`src/rtl/snitch_wb_arb_pkg.sv`:
```
// Shared types and helpers for the register-file writeback arbiter.
// The request struct is sized for the default 5-bit index / 32-bit data configuration.
package snitch_wb_arb_pkg;

  localparam int unsigned WbAddrWidth = 5;
  localparam int unsigned WbDataWidth = 32;
  localparam int unsigned NUM_REGS    = 2 ** WbAddrWidth;

  // Upper bound on requesters supported by rr_next.
  localparam int unsigned MaxReq  = 16;
  localparam int unsigned MaxReqW = $clog2(MaxReq);

  typedef struct packed {
    logic [WbAddrWidth-1:0] addr;
    logic [WbDataWidth-1:0] data;
  } wb_req_t;

  // First valid requester at or after ptr, modulo n_req; 0 when none is valid.
  function automatic int unsigned rr_next(input int unsigned ptr,
                                          input logic [MaxReq-1:0] valid,
                                          input int unsigned n_req);
    int unsigned idx;
    logic        found;
    rr_next = 0;
    found   = 1'b0;
    for (int unsigned i = 0; i < MaxReq; i++) begin
      if (!found && (i < n_req)) begin
        idx = ptr + i;
        if (idx >= n_req) idx = idx - n_req;
        if (valid[idx[MaxReqW-1:0]]) begin
          rr_next = idx;
          found   = 1'b1;
        end
      end
    end
  endfunction

endpackage

```
`src/rtl/snitch_wb_rr_arb.sv`:
```
// Round-robin arbiter: one-hot grant to the first valid requester at or after the pointer.
// Every grant is a handshake, so the pointer advances whenever any requester is valid.
module snitch_wb_rr_arb
  import snitch_wb_arb_pkg::*;
#(
  parameter int unsigned N_REQ = 2,
  localparam int unsigned IdxW = (N_REQ > 1) ? $clog2(N_REQ) : 1
) (
  input  logic             clk_i,
  input  logic             rst_ni,
  input  logic [N_REQ-1:0] valid_i,
  output logic [N_REQ-1:0] gnt_o,
  output logic [IdxW-1:0]  idx_o
);

  logic [IdxW-1:0] ptr_q, ptr_d;
  logic [IdxW-1:0] win_idx;

  always_comb begin
    win_idx = IdxW'(rr_next(32'(ptr_q), MaxReq'(valid_i), N_REQ));
    gnt_o   = '0;
    ptr_d   = ptr_q;
    if (|valid_i) begin
      gnt_o[win_idx] = 1'b1;
      ptr_d = (win_idx == IdxW'(N_REQ - 1)) ? '0 : win_idx + 1'b1;
    end
  end

  assign idx_o = win_idx;

  always_ff @(posedge clk_i or negedge rst_ni) begin
    if (!rst_ni) begin
      ptr_q <= '0;
    end else begin
      ptr_q <= ptr_d;
    end
  end

endmodule

```
`src/rtl/snitch_regfile_wb_arbiter.sv`:
```
// Register-file writeback arbiter: round-robin source select, registered write port, pending-write
// scoreboard. Define SNITCH_WB_ARB_BYPASS_EN to add write-cycle operand forwarding (byp_* ports).
module snitch_regfile_wb_arbiter
  import snitch_wb_arb_pkg::*;
#(
  parameter int unsigned N_REQ         = 2,
  parameter int unsigned DATA_WIDTH    = WbDataWidth,
  parameter int unsigned ADDR_WIDTH    = WbAddrWidth,
  parameter int unsigned NR_READ_PORTS = 2,
  parameter bit          ZERO_REG_ZERO = 1'b1,
  localparam int unsigned NumRegs      = 2 ** ADDR_WIDTH
) (
  input  logic                                clk_i,
  input  logic                                rst_ni,
  input  logic                                issue_valid_i,
  input  logic [ADDR_WIDTH-1:0]               issue_rd_i,
  output logic                                issue_waw_o,
  input  logic [NR_READ_PORTS*ADDR_WIDTH-1:0] hz_raddr_i,
  output logic [NR_READ_PORTS-1:0]            hz_busy_o,
  input  logic [N_REQ-1:0]                    wb_valid_i,
  input  logic [N_REQ*ADDR_WIDTH-1:0]         wb_addr_i,
  input  logic [N_REQ*DATA_WIDTH-1:0]         wb_data_i,
  output logic [N_REQ-1:0]                    wb_ready_o,
  output logic                                rf_we_o,
  output logic [ADDR_WIDTH-1:0]               rf_waddr_o,
  output logic [DATA_WIDTH-1:0]               rf_wdata_o,
  output logic [NumRegs-1:0]                  sb_busy_o
`ifdef SNITCH_WB_ARB_BYPASS_EN
  ,
  output logic [NR_READ_PORTS-1:0]            byp_valid_o,
  output logic [NR_READ_PORTS*DATA_WIDTH-1:0] byp_data_o
`endif
);

  localparam int unsigned IdxW = (N_REQ > 1) ? $clog2(N_REQ) : 1;

  logic [IdxW-1:0]       win_idx;
  logic                  handshake;
  wb_req_t               reqs [N_REQ];
  wb_req_t               sel;
  logic [ADDR_WIDTH-1:0] hz_raddr [NR_READ_PORTS];

  logic                  rf_we_q, rf_we_d;
  logic [ADDR_WIDTH-1:0] rf_waddr_q, rf_waddr_d;
  logic [DATA_WIDTH-1:0] rf_wdata_q, rf_wdata_d;
  logic [NumRegs-1:0]    sb_q, sb_d;

  snitch_wb_rr_arb #(
    .N_REQ (N_REQ)
  ) u_rr_arb (
    .clk_i   (clk_i),
    .rst_ni  (rst_ni),
    .valid_i (wb_valid_i),
    .gnt_o   (wb_ready_o),
    .idx_o   (win_idx)
  );

  for (genvar i = 0; i < N_REQ; i++) begin : g_req
    assign reqs[i].addr = wb_addr_i[i*ADDR_WIDTH +: ADDR_WIDTH];
    assign reqs[i].data = wb_data_i[i*DATA_WIDTH +: DATA_WIDTH];
  end

  for (genvar k = 0; k < NR_READ_PORTS; k++) begin : g_hz
    assign hz_raddr[k] = hz_raddr_i[k*ADDR_WIDTH +: ADDR_WIDTH];
  end

  assign handshake = |wb_valid_i;

  // Write stage: x0 writebacks still handshake but never raise the write enable.
  always_comb begin
    sel        = reqs[win_idx];
    rf_we_d    = handshake && !(ZERO_REG_ZERO && (sel.addr == '0));
    rf_waddr_d = rf_waddr_q;
    rf_wdata_d = rf_wdata_q;
    if (handshake) begin
      rf_waddr_d = sel.addr;
      rf_wdata_d = sel.data;
    end
  end

  assign issue_waw_o = sb_q[issue_rd_i];

  // Clear first so a same-cycle set on the same index wins.
  always_comb begin
    sb_d = sb_q;
    if (rf_we_q) sb_d[rf_waddr_q] = 1'b0;
    if (issue_valid_i && !issue_waw_o && !(ZERO_REG_ZERO && (issue_rd_i == '0))) begin
      sb_d[issue_rd_i] = 1'b1;
    end
  end

  always_comb begin
    hz_busy_o = '0;
`ifdef SNITCH_WB_ARB_BYPASS_EN
    byp_valid_o = '0;
    byp_data_o  = '0;
`endif
    for (int k = 0; k < NR_READ_PORTS; k++) begin
      hz_busy_o[k] = sb_q[hz_raddr[k]];
`ifdef SNITCH_WB_ARB_BYPASS_EN
      if (rf_we_q && (hz_raddr[k] == rf_waddr_q) && (hz_raddr[k] != '0)) begin
        byp_valid_o[k]                         = 1'b1;
        byp_data_o[k*DATA_WIDTH +: DATA_WIDTH] = rf_wdata_q;
        hz_busy_o[k]                           = 1'b0;
      end
`endif
    end
  end

  always_ff @(posedge clk_i or negedge rst_ni) begin
    if (!rst_ni) begin
      rf_we_q    <= 1'b0;
      rf_waddr_q <= '0;
      rf_wdata_q <= '0;
      sb_q       <= '0;
    end else begin
      rf_we_q    <= rf_we_d;
      rf_waddr_q <= rf_waddr_d;
      rf_wdata_q <= rf_wdata_d;
      sb_q       <= sb_d;
    end
  end

  assign rf_we_o    = rf_we_q;
  assign rf_waddr_o = rf_waddr_q;
  assign rf_wdata_o = rf_wdata_q;
  assign sb_busy_o  = sb_q;

endmodule
```
`config.mk`:
```
export PLATFORM = sky130hd
export DESIGN_NAME = snitch_regfile_wb_arbiter
export DESIGN_NICKNAME = d
export VERILOG_FILES = /design/src/rtl/snitch_wb_arb_pkg.sv /design/src/rtl/snitch_wb_rr_arb.sv /design/src/rtl/snitch_regfile_wb_arbiter.sv
export SDC_FILE = /design/constraint.sdc
export NUM_CORES = 1
export LEC_CHECK = 0
export BUFFER_PORTS_ARGS = -buffer_cell sky130_fd_sc_hd__buf_2
export CORE_MARGIN = 10
export CORE_UTILIZATION = 52
export CTS_CLUSTER_SIZE = 24
export DETAILED_ROUTE_END_ITERATION = 6
export PLACE_DENSITY_LB_ADDON = 0.15
export RECOVER_POWER = 100
export SLEW_MARGIN = 20
export SYNTH_ARGS = -nofsm -noshare
export SYNTH_HDL_FRONTEND = slang
export SYNTH_SLANG_ARGS = --single-unit
```
`constraint.sdc`:
```
create_clock -name clk_i -period 2.75 [get_ports clk_i]
set_clock_uncertainty 0.05 [all_clocks]
set_input_delay 0.4125 -clock clk_i [delete_from_list [all_inputs] [get_ports clk_i]]
set_output_delay 0.4125 -clock clk_i [all_outputs]
set_load 0.01 [all_outputs]
```
==> flow_metrics.tcl <==
set metrics [dict create \
    yosysTopAreaCellShare 0.456 \
    critPathKind "primary input to primary output" \
    instances_no_fill 630 \
    hold_viol 0 \
    dpl.hpwl_um 9880 \
    synth_area_leaders "dfrtp_1 46%, mux2i_1 8.0%, a22o_1 7.2%" \
    grt_usage 0.218 \
    dieWidth_um 107 \
    postPlaceCellArea_um2 4850 \
    grt_use_met2 0.368 \
    grt_max_degree 44 \
    fin_setup_tns_ns 0 \
    setup_violations 0 \
    antenna_found_initial 0 \
    clk_latency_ns 0.34 \
    top_usage_layer "met2" \
    reg2reg_depth 5 \
    syn_to_final_growth_pct 26.0 \
    netlist_area_um2 3900 \
    core_um2 7290 \
    cts_buffer_depth 2 \
    grt_pass1_vias 4037 \
    drc 0 \
    dr_total_vias 3756 \
    ant_nets 0 \
    critPathMaxFanout 12 \
    cts.htree.levels 3 \
    slowest_stage "mux4_1" \
    hold_path_depth 2 \
    insertedDiodeCount 0 \
    yosysWarnings 0 \
    critical_path_arrival_ns 2.13 \
    synth_cell_types 37 \
    routedWlPerCell_um 19.9 \
    fin_crit_sh 0.942 \
    synth_fp_nets 458 \
    rsz0062_at_grt "false" \
    dr.first_iter.drc_count 157 \
    cts_made_buffers 9 \
    use_met1 0.241 \
    multiInputGateArea_um2 2020 \
    via_per_inst 5.96 \
    cap_violations 0 \
    stdcell_area_um2 4910 \
    final_nets 621 \
    startpoint_type "primary input" \
    min_to "rf_wdata_o[24]" \
    drive_gt1_frac 0.247 \
    cts_resized 0 \
    path_delay_family "multiplexers" \
    cts_setup_buffers 0 \
    firstDrtPassIters 5 \
    cts_hold_buf 0 \
    port_buffers 168 \
    status "finished, final reports clean" \
    grt-ovfl-total 0 \
    reg2reg_slack_ns 0.80 \
    grt_pass1_wl_um 20100 \
    initial_core_util 0.535 \
    dieArea_um2 11400 \
    rows 31 \
    reg2reg_from "u_rr_arb.ptr_q" \
    cp-end-kind "primary output" \
    vdd_drop_max_mv 0.358 \
    cp_data_required_time_ns 2.29 \
    use_met3 0.0898 \
    max_stage_delay_ns 0.63 \
    post-route-min-period_ns 2.59 \
    cts_num_sinks 71 \
    io_pins 169 \
    dp_cells 615 \
    synth.largest_area_cell "dfrtp_1" \
    synthCells 364 \
    die_height_um 107 \
    relSlewSlack 0.0430 \
    n_fill_cell 662 \
    p_leak_nw 2.29 \
    r2r-end "rf_we_o" \
    cp_cell_sequence "buf_2 > mux4_1 > mux2i_1 > o22ai_1 > or3_1 > clkbuf_1" \
    synth.yosys.seq_area_share 0.456 \
    cts_tree "done" \
    fin_util 0.674 \
    seq_area_um2 1780 \
    cts_root_buf "clkbuf_8" \
    slew_viol_final 0 \
    tightestPinTransition_ns 1.44 \
    p_per_area_nw_per_um2 798 \
    synth-seq-cells 71 \
    cp_num_cells 6 \
    wl_um 12500 \
    syn_avg_cell_area_um2 10.7 \
    path_buf_inv 2 \
    worstHoldStart "wb_data_i[24]" \
    routabilityCongestion 0.919 \
    min_path_type "primary input to register" \
    clkTransAtPathRegs_ns 0.08 \
    timing.fmax_mhz 386 \
]
-- cells by family after synthesis --
kind of cell	Yosys count	share of synthesized area
flops	71	0.456
buf+inv	24	0.0266
simple gates	74	0.107
mux	45	0.157
compound gates	150	0.254
-- worst reg2reg max path: cells and delay by family, from the launching register on --
family	cells	cell delay [ns]
buffers and inverters	2	0.77
AOI/OAI and AO/OA	2	0.55
DFF	1	0.36
and+or+nand+nor	1	0.12
-- worst max path at each step --
stage                       start          end
finish              issue_rd_i[0]  issue_waw_o
global route        sb_busy_o[25]  issue_waw_o
CTS                 sb_busy_o[25]  issue_waw_o
detailed placement  issue_rd_i[0]  issue_waw_o
floorplan           issue_rd_i[0]  issue_waw_o
global placement    issue_rd_i[0]  issue_waw_o
-- state kept, by name, summed over array words and instances (netlist names) --
register,flops
u_rr_arb.ptr_q,1
rf_we_o,1
sb_busy_o,32
rf_wdata_o,32
rf_waddr_o,5
-- cell type report --
type	instances	area share
Clock inverter	5	0.0122
Multi-Input combinational cell	269	0.410
Inverter	1	0.000764
Tap cell	99	0.0252
Clock buffer	10	0.0260
Sequential cell	71	0.362
Timing Repair Buffer	175	0.164
-- where the power goes --
part	switching, mW	total, mW	internal [mW]
registers	0.388	1.73	1.35
clock network	0.383	0.798	0.416
logic	0.759	1.39	0.629
total	1.53	3.92	2.39
-- cells in the mapped netlist, drive strengths merged --
library cell	number
a211oi	2
a21boi	1
a21o	32
a21oi	6
a221oi	1
a22o	32
a22oi	6
a32o	1
and2	2
buf	6
clkbuf	17
dfrtp	71
inv	1
mux2	2
mux2i	31
mux4	12
nand2	17
nand2b	4
nand3	10
nand3b	10
nand4	2
nor2	11
nor2b	4
nor4	1
o21a	1
o21ai	67
o22ai	1
or3	5
or3b	6
or4	2
-- cell usage in the layout, fill, tap and decap left out, drive strengths merged --
master    Yosys  routed
nor4          1       1
a32o          1       1
a22oi         6       6
mux2i        31      31
inv           1       1
a21boi        1       1
nand3        10      10
or3b          6       6
nand2b        4       4
nor2b         4       4
clkbuf       17      86
mux2          2       2
or3           5       5
or4           2       2
dfrtp        71      71
a211oi        2       2
bufinv        0       1
nand4         2       2
and2          2       2
clkinvlp      0       1
a221oi        1       1
o21ai        67      67
o22ai         1       1
mux4         12      12
nand3b       10      10
o21a          1       1
a22o         32      32
clkinv        0       3
a21oi         6       6
buf           6      99
a21o         32      32
nand2        17      17
nor2         11      11
-- routing by layer --
metal	share of wire	vias up
met1	0.37	1846
li1	-	1716
met2	0.50	176
met4	0.020	0
met3	0.11	18
met5	0	-
-- metrics by stage --
stage / worst slack [ns] / hold slack, ns / power [mW]
final: 0.161 / 0.215 / 3.92
after detailed placement: 0.145 / 0.403 / 3.24
after global routing: 0.0933 / 0.200 / 4.18
after floorplan: 0.629 / 0.0669 / 2.51
after CTS: 0.145 / 0.0287 / 4.04
after global placement: 0.161 / 0.404 / 3.18
No activity file was read; power rests on OpenSTA's default activity.
